## config.mk

```make
export PLATFORM = sky130hd
export DESIGN_NAME = multicycle_cpu
export DESIGN_NICKNAME = d
export VERILOG_FILES = /design/src/rtl/multicycle_cpu.sv
export SDC_FILE = /design/constraint.sdc
export NUM_CORES = 1
export LEC_CHECK = 0
export CAP_MARGIN = 30
export CORE_ASPECT_RATIO = 0.9
export CORE_MARGIN = 2
export CORE_UTILIZATION = 55
export CTS_BUF_LIST = sky130_fd_sc_hd__clkbuf_2
export CTS_CLUSTER_SIZE = 10
export DETAILED_ROUTE_END_ITERATION = 8
export GPL_TIMING_DRIVEN = 0
export HOLD_SLACK_MARGIN = 0.1
export PLACE_DENSITY_LB_ADDON = 0.25
export SETUP_SLACK_MARGIN = 0.02
export SLEW_MARGIN = 20
export SYNTH_ARGS = -nofsm -noshare
export SYNTH_HDL_FRONTEND = slang
export SYNTH_SLANG_ARGS = --single-unit
```

## constraint.sdc

```tcl
create_clock -name clk_i -period 3.2 [get_ports clk_i]
set_input_delay 0.8 -clock clk_i [delete_from_list [all_inputs] [get_ports clk_i]]
set_output_delay 0.8 -clock clk_i [all_outputs]
set_load 0.005 [all_outputs]
```

## src/rtl/multicycle_cpu.sv

```systemverilog
// Small accumulator-style multicycle CPU: FETCH/EXEC/MEM/HALT sequencer
// with a separate program port and a request/acknowledge data memory port.
module multicycle_cpu #(
    parameter int DW = 4,
    parameter int AW = 4
) (
    input  logic            clk_i,
    input  logic            rst_i,
    output logic [AW-1:0]   p_addr_o,
    input  logic [3+AW:0]   p_data_i,
    output logic [AW-1:0]   r_addr_o,
    input  logic [DW-1:0]   r_data_i,
    output logic [DW-1:0]   r_data_o,
    output logic            r_re_o,
    output logic            r_we_o,
    input  logic            r_ack_i,
    output logic            halt_o,
    output logic [1:0]      state_o
);

    localparam logic [1:0] FETCH = 2'd0;
    localparam logic [1:0] EXEC  = 2'd1;
    localparam logic [1:0] MEM   = 2'd2;
    localparam logic [1:0] HALT  = 2'd3;

    localparam logic [3:0] OP_NOP = 4'h0;
    localparam logic [3:0] OP_LDA = 4'h1;
    localparam logic [3:0] OP_LDB = 4'h2;
    localparam logic [3:0] OP_LD  = 4'h3;
    localparam logic [3:0] OP_ST  = 4'h4;
    localparam logic [3:0] OP_ADD = 4'h5;
    localparam logic [3:0] OP_SUB = 4'h6;
    localparam logic [3:0] OP_AND = 4'h7;
    localparam logic [3:0] OP_OR  = 4'h8;
    localparam logic [3:0] OP_XOR = 4'h9;
    localparam logic [3:0] OP_MOV = 4'hA;
    localparam logic [3:0] OP_JMP = 4'hB;
    localparam logic [3:0] OP_JZ  = 4'hC;
    localparam logic [3:0] OP_JC  = 4'hD;
    localparam logic [3:0] OP_JNZ = 4'hE;
    localparam logic [3:0] OP_HLT = 4'hF;

    logic [1:0]    state;
    logic [AW-1:0] pc;
    logic [3+AW:0] ir;
    logic [DW-1:0] a, b, r;
    logic          c, z;

    logic [3:0]    opcode;
    logic [AW-1:0] operand;
    logic [DW-1:0] imm;
    logic [AW-1:0] pc_inc;
    logic [DW:0]   sum, diff;
    logic [DW-1:0] alu_r;
    logic          alu_c;
    logic          alu_op;

    assign opcode  = ir[3+AW:AW];
    assign operand = ir[AW-1:0];
    assign imm     = DW'(operand);
    assign pc_inc  = pc + AW'(1);
    // The extra top bit of the difference is the borrow, i.e. a < b unsigned.
    assign sum     = {1'b0, a} + {1'b0, b};
    assign diff    = {1'b0, a} - {1'b0, b};
    assign alu_op  = (opcode >= OP_ADD) && (opcode <= OP_XOR);

    always_comb begin
        alu_r = '0;
        alu_c = 1'b0;
        case (opcode)
            OP_ADD: {alu_c, alu_r} = sum;
            OP_SUB: {alu_c, alu_r} = diff;
            OP_AND: alu_r = a & b;
            OP_OR:  alu_r = a | b;
            OP_XOR: alu_r = a ^ b;
            default: ;
        endcase
    end

    always_ff @(posedge clk_i or negedge rst_i) begin
        if (!rst_i) begin
            state <= FETCH;
            pc    <= '0;
            ir    <= '0;
            a     <= '0;
            b     <= '0;
            r     <= '0;
            c     <= 1'b0;
            z     <= 1'b0;
        end else begin
            case (state)
                FETCH: begin
                    ir    <= p_data_i;
                    state <= EXEC;
                end
                EXEC: begin
                    state <= FETCH;
                    pc    <= pc_inc;
                    if (alu_op) begin
                        r <= alu_r;
                        c <= alu_c;
                        z <= (alu_r == '0);
                    end
                    case (opcode)
                        OP_NOP: ;
                        OP_LDA: a <= imm;
                        OP_LDB: b <= imm;
                        OP_LD, OP_ST: begin
                            state <= MEM;
                            pc    <= pc;
                        end
                        OP_MOV: a <= r;
                        OP_JMP: pc <= operand;
                        OP_JZ:  if (z)  pc <= operand;
                        OP_JC:  if (c)  pc <= operand;
                        OP_JNZ: if (!z) pc <= operand;
                        OP_HLT: begin
                            state <= HALT;
                            pc    <= pc;
                        end
                        default: ;
                    endcase
                end
                // Strobe stays up with address/data held until an ack is
                // sampled on a rising edge; that edge completes the access.
                MEM: begin
                    if (r_ack_i) begin
                        if (opcode == OP_LD) a <= r_data_i;
                        pc    <= pc_inc;
                        state <= FETCH;
                    end
                end
                HALT: ;
                default: state <= FETCH;
            endcase
        end
    end

    assign p_addr_o = pc;
    assign r_addr_o = operand;
    assign r_data_o = r;
    assign r_re_o   = (state == MEM) && (opcode == OP_LD);
    assign r_we_o   = (state == MEM) && (opcode == OP_ST);
    assign halt_o   = (state == HALT);
    assign state_o  = state;

endmodule

```

### Word level (Yosys, flattened, before mapping)

Index checks and enable logic that the tools add are counted.
Widths: inputs -> output; s select.

| storage, ports and cells | value |
|---|---|
| register bits after elaboration | 28 |
| output and inout port bits | 17 |
| word-level logic and storage cells | 67 |
| bits of input ports | 15 |

| cells by class | value |
|---|---|
| order comparisons | 2 |
| mux-type cells | 15 |
| bitwise gates (word level) | 3 |
| reduce and logical (&&, ||, !) cells | 14 |
| add/subtract/negate cells | 3 |
| equal/unequal tests | 22 |

Operator list:

| cell | count |
|---|---|
| $pmux 4 s5 | 2 |
| $eq 4x4->1 const B | 8 |
| $mux 4 | 6 |
| $pmux 4 s2 | 3 |
| $eq 4x3->1 const B | 4 |
| $eq 4x2->1 const B | 2 |
| $ne 2x2->1 const B | 3 |
| $pmux 2 s3 | 1 |
| $reduce_and 2->1 | 3 |
| $add 4x4->5 | 1 |
| $sub 4x4->5 | 1 |
| $add 4x1->4 const B | 1 |
| $and 4x4->4 | 1 |
| $eq 2x2->1 const B | 2 |
| $eq 4x1->1 const B | 1 |
| $ge 4x3->1 const B | 1 |
| $le 4x4->1 const B | 1 |
| $logic_not 4->1 | 1 |
| $or 4x4->4 | 1 |
| $pmux 2 s2 | 1 |
| $reduce_and 4->1 | 1 |
| $xor 4x4->4 | 1 |
| $logic_and 1x1->1 | 3 |
| $ne 3x1->1 const B | 1 |
| 9 further kinds | 9 |

### Logic depth before layout (Yosys ltp)

Gate-level depths: netlist of the first run.

| depth | value |
|---|---|
| depth after elaboration | 4 |
| depth in mapped cells | 9 |

### Worst setup path after synthesis of the first run

No wires, ideal clock.

| timing path | value |
|---|---|
| kind | reg2reg |
| start point | reg a[0] |
| end point | reg z |
| data required time | 3104 ps |
| data arrival time | 1848 ps |
| setup slack | 1257 ps |
| path buffers | 0 |
| stages on the path, launching flop included | 10 |
| cells stage by stage | dfrtp_1 inv_1 ha_1 inv_1 fa_1 mux2_2 nand3_1 o221a_1 o211ai_1 o32ai_2 |

| on the way | value |
|---|---|
| word-level cells in the longest chain between the ends | 3 |
| elaborated cells on any way between the ends | 7 |
| those cells by class | add/sub: 2; mux: 1; bitwise: 3; reduce/logical: 1 |

RTL lines:

| what | RTL line | source |
|---|---|---|
| start: declaration | 46 | `logic [DW-1:0] a, b, r;` |
| start signal: assignment | 106 | `OP_LDA: a <= imm;` |
| start signal: assignment | 112 | `OP_MOV: a <= r;` |
| start signal: assignment | 128 | `if (opcode == OP_LD) a <= r_data_i;` |
| $sub 4x4->5 (tied with other cells) | 64 | `assign diff = {1'b0, a} - {1'b0, b};` |
| $pmux 4 s5 * | 70 | `case (opcode)` |
| $logic_not 4->1 * | 102 | `z <= (alu_r == '0);` |
| end signal: assignment | 102 |  |
| end: declaration | 47 | `logic c, z;` |

Mark *: on every way between the ends. The rest lies on a longest branch, timed or not.
A chain may end at the register's enable or synchronous reset.

### Worst setup path in the final report of the first run

| timing path | value |
|---|---|
| start point | reg state[1], in the netlist state_o[1] |
| end point | out r_re_o |

| on the way | value |
|---|---|
| word-level cells in the longest chain between the ends | 2 |

RTL lines:

| what | RTL line | source |
|---|---|---|
| start: declaration | 43 | `logic [1:0] state;` |
| start signal: assignment | 82 | `state <= FETCH;` |
| start signal: assignment | 94 | `state <= EXEC;` |
| start signal: assignment | 97 | `state <= FETCH;` |
| $eq 2x2->1 | 142 | `assign r_re_o = (state == MEM) && (opcode == OP_LD);` |
| $logic_and 1x1->1 | 142 |  |
| end: declaration | 14 | `output logic r_re_o,` |

Every way passes these cells.

==> run summary, run 1 <==
Dominant synthesized flop cell: dfrtp_1
LEAKAGE: 1.07 nW
WL/cell: 15.7 um
Tcrit/Tclk final: 0.906
Post-Syn Instances: 205
Initial DRC Count: 117
Worst Tran Pin Value: 611 ps
Max Freq: 0.345 GHz
Worst EP arrival: 2100 ps
CTS root buf: clkbuf_2
Reg2reg end: z
# IOs: 32
GRT overflow: 0
Worst path required time: 2400 ps
Pin count of the biggest net entering global routing: 29
Setup violators final: 0
EDFF count, synth: 0
R2r setup slk: 1010 ps
CORE AREA: 3700 um2
Leading cell types in the layout, fill and taps excluded: clkdlybuf4s50_1, dfrtp_1, inv_1
CP max stage cell: dfrtp_1
Synthesized flop and latch total: 28
Vias in the first global route: 1555
DRC errors left: 0
DP HPWL: 3.53 mm
Most common cell after layout, fill and taps aside: clkdlybuf4s50_1
Clock Sinks: 28
Port Buffers: 31
Post-synthesis cell type count: 57
Register area share after synthesis: 0.331
CTS Buf Count: 3
Placer Congestion: 0.903
Post-CTS Setup Bufs: 0
Setup TNS: 0 ps
YS warnings: 0
Routed wire length: 4.50 mm
First-pass GRT wire length: 7.55 mm
Hold Fails Final Rpt: 0
Synth Cell Area: 2110 um2
Worst-path fanout max: 10
Max-slew violations: 0
Clock Path Buffers: 2
Vias per cell: 5.55
Drt pass-1 iters: 4
Reg2Reg Depth: 9
Run status: complete, no violations
RSZ-0062 raised after global routing: false
Pwr per Cell Area: 1110 nW/um2
Total number of vias: 1586
Diode count: 0
IR drop worst, VDD: 0.583 mV
H-tree depth: 1
Worst path cell trace: nor2b_1 > clkbuf_2 > and3_1 > clkdlybuf4s50_1
Clk_skew: 3.79 ps
Die Y: 62.8 um
Max cap viols: 0
Area Growth Syn to Fin: 19.3%
Synthesized area per cell: 10.3 um2
Gr usage total: 0.216
Syn_nets: 235
Chip width: 69.4 um
Post-CTS Hold Buffers: 0
R2R Path Start: a[0]
Initial Utilization: 0.571
Critical Path Source Type: flip-flop
Clock transition at path regs: 260 ps
Ys async rst share: 1.00
Relative slew slack: 0.593
Slowest cell delay on critical path: 550 ps
Number of nets still failing antenna checks after routing: 0
Nets: 271
Setup CP Type: flip-flop to primary output
Final Util: 0.681
Worst skew pair latency: 370 ps
Rows: 21
CP endpoint kind: primary output
Die area: 4360 um2
Initial antenna violation count: 0
Min-delay worst type: input pin to asynchronous set/reset pin
CTS tree: built
Final Critical Period: 2900 ps
Share of post-route cells with drive strength above 1: 0.200
cells by family after synthesis:
kind of cell    share of synthesized area
compound gates                      0.185
flops                               0.331
simple gates                        0.168
fa+ha+maj                          0.0959
buf+inv                            0.0734
mux                                 0.126
xor+xnor                           0.0207
layout make-up:
| type | count | area [um2] |
|---|---|---|
| Inverter | 16 | 60.1 |
| Clock buffer | 3 | 15.0 |
| Timing Repair Buffer | 31 | 305 |
| Clock inverter | 1 | 30.0 |
| Buffer | 12 | 96.3 |
| Fill cell | 302 | 1180 |
| Sequential cell | 28 | 701 |
| Multi-Input combinational cell | 149 | 1260 |
| Tap cell | 46 | 57.6 |
layer usage:
metal / vias to the layer above / global-route usage / part of all wire
li1: 799 / - / -
met1: 746 / 0.305 / 0.49
met2: 35 / 0.351 / 0.45
met3: 6 / 0.0403 / 0.049
met4: 0 / 0.0368 / 0.0098
met5: - / 0 / 0
through the flow:
step           instances  setup slack [ps]  hold WS, ps  instance area [um2]  total power (W)
2_1_floorplan        205              1260          504                 2110          0.00205
3_3_place_gp         282               595          506                 2480          0.00254
3_5_place_dp         282               626          506                 2480          0.00257
4_1_cts              286               118          403                 2520          0.00280
5_1_grt              286               120          395                 2520          0.00302
6_report             286               301          377                 2520          0.00280
how the worst max path moves through the flow:
stage,startpoint,end
5_1_grt,state_o[1],r_re_o
3_5_place_dp,state_o[1],r_re_o
2_1_floorplan,a[0],z
3_3_place_gp,state_o[1],r_re_o
6_report,state_o[1],r_re_o
4_1_cts,state_o[1],r_re_o
power by group:
group,switching [W],internal (W),total (W)
clock network,0.000107,0.000107,0.000214
registers,0.000230,0.000535,0.000765
logic,0.000874,0.000941,0.00182
synth_stat cells (2+ instances only):
library cell,instances,area (um2)
dfrtp_1,28,701
inv_1,16,60.1
ha_1,13,163
mux2_2,13,146
nor2_1,12,45.0
a21oi_1,10,50.1
nand2_1,10,37.5
o21ai_1,7,35.0
mux2i_1,6,60.1
nand2b_1,6,37.5
nand3_1,6,30.0
buf_4,5,37.5
buf_6,4,45.0
mux2_4,4,60.1
nor2b_1,4,25.0
o211ai_1,3,22.5
o21a_1,3,22.5
o21ai_0,3,15.0
xor2_1,3,26.3
a21o_1,2,15.0
a22oi_1,2,15.0
a32o_1,2,20.0
and2_1,2,12.5
and3_1,2,12.5
and3b_1,2,17.5
clkbuf_1,2,7.51
fa_1,2,40.0
nor2_2,2,12.5
o22ai_1,2,12.5
xnor2_1,2,17.5
sequential cells by signal (all words and copies together) (netlist names):
name	cells
z	1
b	4
c	1
a	4
ir	8
r_data_o	4
state_o	2
p_addr_o	4
critical path: cells and delay by family (launching register included):
kind / cells / cell delay (ps)
buffers and inverters: 2 / 750
flip-flops: 1 / 550
AND/OR/NAND/NOR: 2 / 420
what timing repair did:
item | CTS | global route
gates resized for setup | 0 | 2
setup endpoints to repair | 0 | 2
hold endpoints to repair | 0 | 0
(Power assumes the default switching activity.)
==> run 2: changes to the inputs <==
--- a/config.mk
+++ b/config.mk
@@ -18,3 +18,2 @@
 export SETUP_SLACK_MARGIN = 0.02
-export SLEW_MARGIN = 20
 export SYNTH_ARGS = -nofsm -noshare
==> constraint.sdc (replaced) <==
create_clock -name clk_i -period 3.2 [get_ports clk_i]
set_input_delay 0.32 -clock clk_i [delete_from_list [all_inputs] [get_ports clk_i]]
set_output_delay 0.32 -clock clk_i [all_outputs]
set_load 0.005 [all_outputs]
==> run 2 against run 1 <==
- sequential share of layout area decreased by 0.34 points
- sequential power down 0.5%
- utilization up 0.84 points
- clock skew rose by 6.9 ps
- critical path depth did not move
- die area did not move
- via count rose by 0.69%
- first-iteration DRC count shrank 33%
- global-route usage fell by 0.098 points
- worst setup slack better by 250 ps
- critical endpoint unchanged
- largest cell class unchanged
- largest power group unchanged
==> run summary, run 2 (synthesis results as in run 1) <==
Run status: complete, no violations
Reg2Reg Depth: 9 (unchanged)
Critical Path Source Type: flip-flop
R2r setup slk: 990 ps (-20 ps)
WL/cell: 15.6 um (-0.55%)
Crit. Startpoint: state_o[1]
Worst EP arrival: 2320 ps (+220 ps)
Drt pass-1 iters: 4 (unchanged)
Max-slew violations: 0 (unchanged)
Post-CTS Hold Buffers: 0 (unchanged)
Max cap viols: 0 (unchanged)
Share of post-route cells with drive strength above 1: 0.195 (-0.00498)
Clock transition at path regs: 270 ps (about the same)
Slowest cell delay on critical path: 550 ps (about the same)
Tcrit/Tclk final: 0.826 (-0.0797)
DRC errors left: 0 (unchanged)
Placer Congestion: 0.903 (unchanged)
CTS tree: built
Worst-path fanout max: 10 (unchanged)
Setup TNS: 0 ps (unchanged)
First-pass GRT wire length: 7.40 mm (-1.9%)
Most common cell after layout, fill and taps aside: clkdlybuf4s50_1
Rows: 21 (unchanged)
Nets: 272 (+0.37%)
Leading cell types in the layout, fill and taps excluded: clkdlybuf4s50_1, dfrtp_1, inv_1
Diode count: 0 (unchanged)
CORE AREA: 3700 um2 (unchanged)
Die Y: 62.8 um (unchanged)
# resized after CTS: 0 (unchanged)
Psw: 0.00120 W (-0.56%)
Initial DRC Count: 78 (-33%)
Most used routing layer: met2
GRT overflow: 0 (unchanged)
CP bufs+invs: 2 (unchanged)
Setup violators final: 0 (unchanged)
Placed insts: 283 (+0.35%)
Grt met3 use: 0.0435 (+0.00323)
Clock Path Buffers: 2 (unchanged)
RSZ-0062 raised after global routing: false
Reg2reg end: z
Routed wire length: 4.49 mm (-0.20%)
Die area: 4360 um2 (unchanged)
Chip width: 69.4 um (unchanged)
Post-CTS Setup Bufs: 0 (unchanged)
DP HPWL: 3.53 mm (about the same)
Gr usage total: 0.215 (-0.000980)
Port Buffers: 31 (unchanged)
Area Growth Syn to Fin: 20.8%
Final Critical Period: 2640 ps (-255 ps)
R2R Path Start: a[0]
Worst skew pair latency: 380 ps (about the same)
Reg power frac: 0.273 (about the same)
Clock Sinks: 28 (unchanged)
Worst Setup EP: r_re_o
Number of nets still failing antenna checks after routing: 0 (unchanged)
Max reg flops: 8 (unchanged)
Worst path required time: 2880 ps (+480 ps)
Reg with most FFs: ir
CP max stage cell: dfrtp_1
Worst path cell trace: nor2b_1 > clkbuf_1 > and3_1 > clkdlybuf4s50_1
Global Route met2 Usage: 0.347 (-0.00361)
Met1 GRT Util: 0.301 (-0.00429)
CP endpoint kind: primary output
Crit path max-delay family: buffers and inverters
CTS root buf: clkbuf_2
Total number of vias: 1597 (+0.69%)
Hold Fails Final Rpt: 0 (unchanged)
Stages on the worst setup path: 4 (unchanged)
H-tree depth: 1 (unchanged)
Clk_skew: 10.7 ps (+6.89 ps)
Pwr per Cell Area: 1090 nW/um2 (-1.4%)
# IOs: 32 (unchanged)
Gate power share: 0.650 (about the same)
Initial antenna violation count: 0 (unchanged)
Min-delay worst type: input pin to asynchronous set/reset pin
Pin count of the biggest net entering global routing: 17 (-41%)
Worst Tran Pin Value: 690 ps (+79.7 ps)
Clk pwr share: 0.077 (about the same)
Switch share: 0.432 (-0.00175)
Vias in the first global route: 1548 (-0.45%)
Min Hold Slack: 301 ps (-75.8 ps)
Setup CP Type: flip-flop to primary output
Max Freq: 0.378 GHz (+9.6%)
IR drop worst, VDD: 0.657 mV (+13%)
LEAKAGE: 1.08 nW (+0.86%)
CTS Buf Count: 3 (unchanged)
Initial Utilization: 0.571 (unchanged)
Finished Layout Cells: 287 (+0.35%)
Vias per cell: 5.56 (+0.34%)
Int Pwr: 0.00159 W (+0.15%)
Relative slew slack: 0.538 (-0.0545)
[run 2: cell types whose count changed in the layout (fill, tap and decap cells not counted), sizes merged]
cell | previous run | this run
clkdlybuf4s50 | 30 | 31
[run 2: worst min-delay path by stage]
stage / cells after the start / startpoint / slack, ps / endpoint
6_report: 1 / rst_i / 300 / a[1]
5_1_grt: 1 / rst_i / 300 / a[1]
4_1_cts: 1 / rst_i / 310 / a[1]
3_5_place_dp: 1 / r_data_o[0] / 510 / r_data_o[0]
3_3_place_gp: 1 / r_data_o[0] / 510 / r_data_o[0]
2_1_floorplan: 0 / rst_i / 20 / a[0]
[run 2: through the flow]
stage / worst slack, ps / instance area, um2 / util / power, W
4_1_cts: 566 / 2550 / 0.690 / 0.00280
2_1_floorplan: 1260 / 2110 / - / 0.00205
3_3_place_gp: 1060 / 2480 / 0.670 / 0.00254
6_report: 556 / 2550 / 0.690 / 0.00279
3_5_place_dp: 1070 / 2510 / 0.677 / 0.00257
5_1_grt: 393 / 2550 / 0.690 / 0.00301
[run 2: power groups by stage]
stage / logic, W / clock network [W] / registers, W
finish: 0.00181 / 0.000216 / 0.000761
CTS: 0.00181 / 0.000223 / 0.000761
global route: 0.00198 / 0.000243 / 0.000794
floorplan: 0.00134 / 0 / 0.000710
detailed placement: 0.00180 / 0 / 0.000769
global placement: 0.00177 / 0 / 0.000763
[run 2: per-layer routing]
layer,up-vias,wire length (um)
li1,806,-
met2,42,2030
met4,0,47
met3,6,270
met1,743,2130
met5,-,0
[run 2: cell type report]
type	instances	area, um2
Multi-Input combinational cell	149	1260
Fill cell	295	1150
Sequential cell	28	701
Timing Repair Buffer	32	338
Buffer	12	95.1
Inverter	16	60.1
Tap cell	46	57.6
Clock inverter	1	30.0
Clock buffer	3	15.0
==> run 3: changes to the inputs <==
CORE_UTILIZATION = 51   (was 55)
clock period = 2.3 ns   (was 3.2 ns; I/O delays follow)
==> run 3 against run 2 <==
- flip-flop and latch count is the same
- clock skew shrank 9.5 ps
- sequential share of layout area is essentially flat
- register-to-register slack lost 900 ps
- total power grew 39%
- utilization shrank 4.8 points
==> run summary, run 3 (synthesis results as in run 1) <==
Run status: complete, no violations
Max-slew violations: 0 (unchanged)
Area of the multi-input gates: 1270 um2 (+0.99%)
Hold Fails Final Rpt: 0 (unchanged)
Pin count of the biggest net entering global routing: 20 (+3)
Worst Tran Pin Value: 579 ps (-111 ps)
Vias in the first global route: 1660 (+7.2%)
Clk_skew: 1.17 ps (-9.50 ps)
Reg power frac: 0.271 (-0.002)
Reg with most FFs: ir
DRC errors left: 0 (unchanged)
# IOs: 32 (unchanged)
Min-delay worst type: input pin to asynchronous set/reset pin
Diode count: 0 (unchanged)
GRT overflow: 0 (unchanged)
Total number of vias: 1658 (+3.8%)
Routed wire length: 4.81 mm (+7.2%)
Chip width: 71.9 um (+3.6%)
Max Freq: 0.453 GHz
H-tree depth: 1 (unchanged)
Pwr per Cell Area: 1500 nW/um2 (+38%)
R2r setup slk: 90 ps (-900 ps)
CP endpoint kind: flip-flop
Place WS: 150 ps (-917 ps)
LEAKAGE: 1.10 nW (+1.7%)
Tcrit/Tclk final: 0.960
Placed insts: 285 (+0.71%)
R2R Path Start: a[0]
RSZ-0062 raised after global routing: false
IR drop worst, VDD: 0.719 mV (+9.3%)
Setup CP Type: flip-flop to flip-flop
Overall Power: 0.00388 W (+39%)
Clock Sinks: 28 (unchanged)
Setup ws final: 91.0 ps (-465 ps)
Vias per cell: 5.68 (+2.0%)
DP HPWL: 3.72 mm (+5.2%)
Max cap viols: 0 (unchanged)
Worst-path fanout max: 3 (-7)
Worst skew pair latency: 370 ps (about the same)
# fillers: 338 (+15%)
Final Critical Period: 2210 ps
Initial Utilization: 0.526 (-0.0446)
Gate power share: 0.680 (+0.030)
Port Buffers: 31 (unchanged)
Post-CTS Hold Buffers: 0 (unchanged)
Clk pwr share: 0.048 (-0.029)
Crit path max-delay family: compound AO/OA/AOI/OAI gates
Drt pass-1 iters: 4 (unchanged)
Placer Congestion: 0.843 (-6.7%)
Die Y: 65.1 um (+3.6%)
Slowest cell delay on critical path: 480 ps (-70 ps)
CTS Buf Count: 3 (unchanged)
Finished Layout Cells: 292 (+1.7%)
Worst path cell trace: inv_2 > ha_4 > inv_1 > fa_1 > mux2_2 > nand3_1 > o221a_1 > o211ai_1 > o32ai_2
CTS tree: built
Setup violators final: 0 (unchanged)
Setup TNS: 0 ps (unchanged)
Min Hold Slack: 177 ps (-124 ps)
Register Area: 707 um2 (+0.89%)
Nets: 275 (+1.1%)
CORE AREA: 4020 um2 (+8.5%)
Initial antenna violation count: 0 (unchanged)
Most common cell after layout, fill and taps aside: clkdlybuf4s50_1
Int Pwr: 0.00215 W (+35%)
Initial DRC Count: 97 (+24%)
Psw: 0.00173 W (+44%)
Rows: 22 (+4.8%)
CTS root buf: clkbuf_2
First-pass GRT wire length: 8.09 mm (+9.3%)
Clock transition at path regs: 260 ps (about the same)
Worst path required time: 2610 ps (-270 ps)
Worst EP arrival: 2520 ps (+200 ps)
Critical Path Source Type: flip-flop
Relative slew slack: 0.613 (+0.0744)
CP max stage cell: dfrtp_1
Max reg flops: 8 (unchanged)
Clock Path Buffers: 2 (unchanged)
Switch share: 0.447 (+0.0150)
Crit. Startpoint: a[0]
Gr usage total: 0.221 (+0.00626)
Share of post-route cells with drive strength above 1: 0.234 (+0.0386)
Number of nets still failing antenna checks after routing: 0 (unchanged)
Leading cell types in the layout, fill and taps excluded: clkdlybuf4s50_1, dfrtp_1, inv_1
WL/cell: 16.5 um (+5.3%)
Die area: 4680 um2 (+7.4%)
CP bufs+invs: 2 (unchanged)
Area Growth Syn to Fin: 22.0%
-- run 3: metal layers --
layer  global-route usage  vias up  wire length [um]
li1                     -      809                 -
met1                0.309      805              2280
met2                0.369       40              2320
met3               0.0280        4               186
met4               0.0448        0                23
met5                    0        -                 0
-- run 3: path summary, 6_finish.rpt --
| kind | end | cells past startpoint |
|---|---|---|
| setup / recovery | z | 9 |
| hold / removal | ir[7] | 1 |
| setup reg to reg | z | 9 |
| hold reg to reg | r_data_o[0] | 1 |
| max in group asynchronous | b[0] | 2 |
| min in group clk_i | ir[4] | 3 |
-- run 3: worst register-to-register path, delay by kind of cell, from the launching register on --
kind / cells / cell delay, ps
buf+inv: 2 / 140
mux: 1 / 270
simple gates: 1 / 80
compound gates: 3 / 610
flops: 1 / 480
fa+ha+maj: 2 / 570
-- run 3: power groups by stage --
stage	logic, W	registers, W	clock network (W)
floorplan	0.00187	0.000987	0
global placement	0.00249	0.00107	0
detailed placement	0.00254	0.00107	0
CTS	0.00262	0.00104	0.000194
global route	0.00291	0.00109	0.000215
finish	0.00264	0.00105	0.000187
-- run 3: repair_timing --
| item | in CTS | in global routing |
|---|---|---|
| pin swaps | 0 | 2 |
| setup buffers | 2 | 1 |
| gates resized for setup | 4 | 8 |
| setup endpoints to repair | 2 | 3 |
-- run 3: final cells by class --
type | count | area share
flip-flops and latches | 28 | 0.274
well taps | 48 | 0.0233
multi-input cells | 149 | 0.493
clock buffers | 3 | 0.00582
inverters | 16 | 0.0233
repair buffers | 35 | 0.141
plain buffers | 12 | 0.0383
clock inverters | 1 | 0.00146
-- run 3: stage by stage --
step            util  cell area, um2
2_1_floorplan      -            2110
3_3_place_gp   0.618            2480
3_5_place_dp   0.625            2510
4_1_cts        0.635            2550
5_1_grt        0.642            2580
6_report       0.642            2580
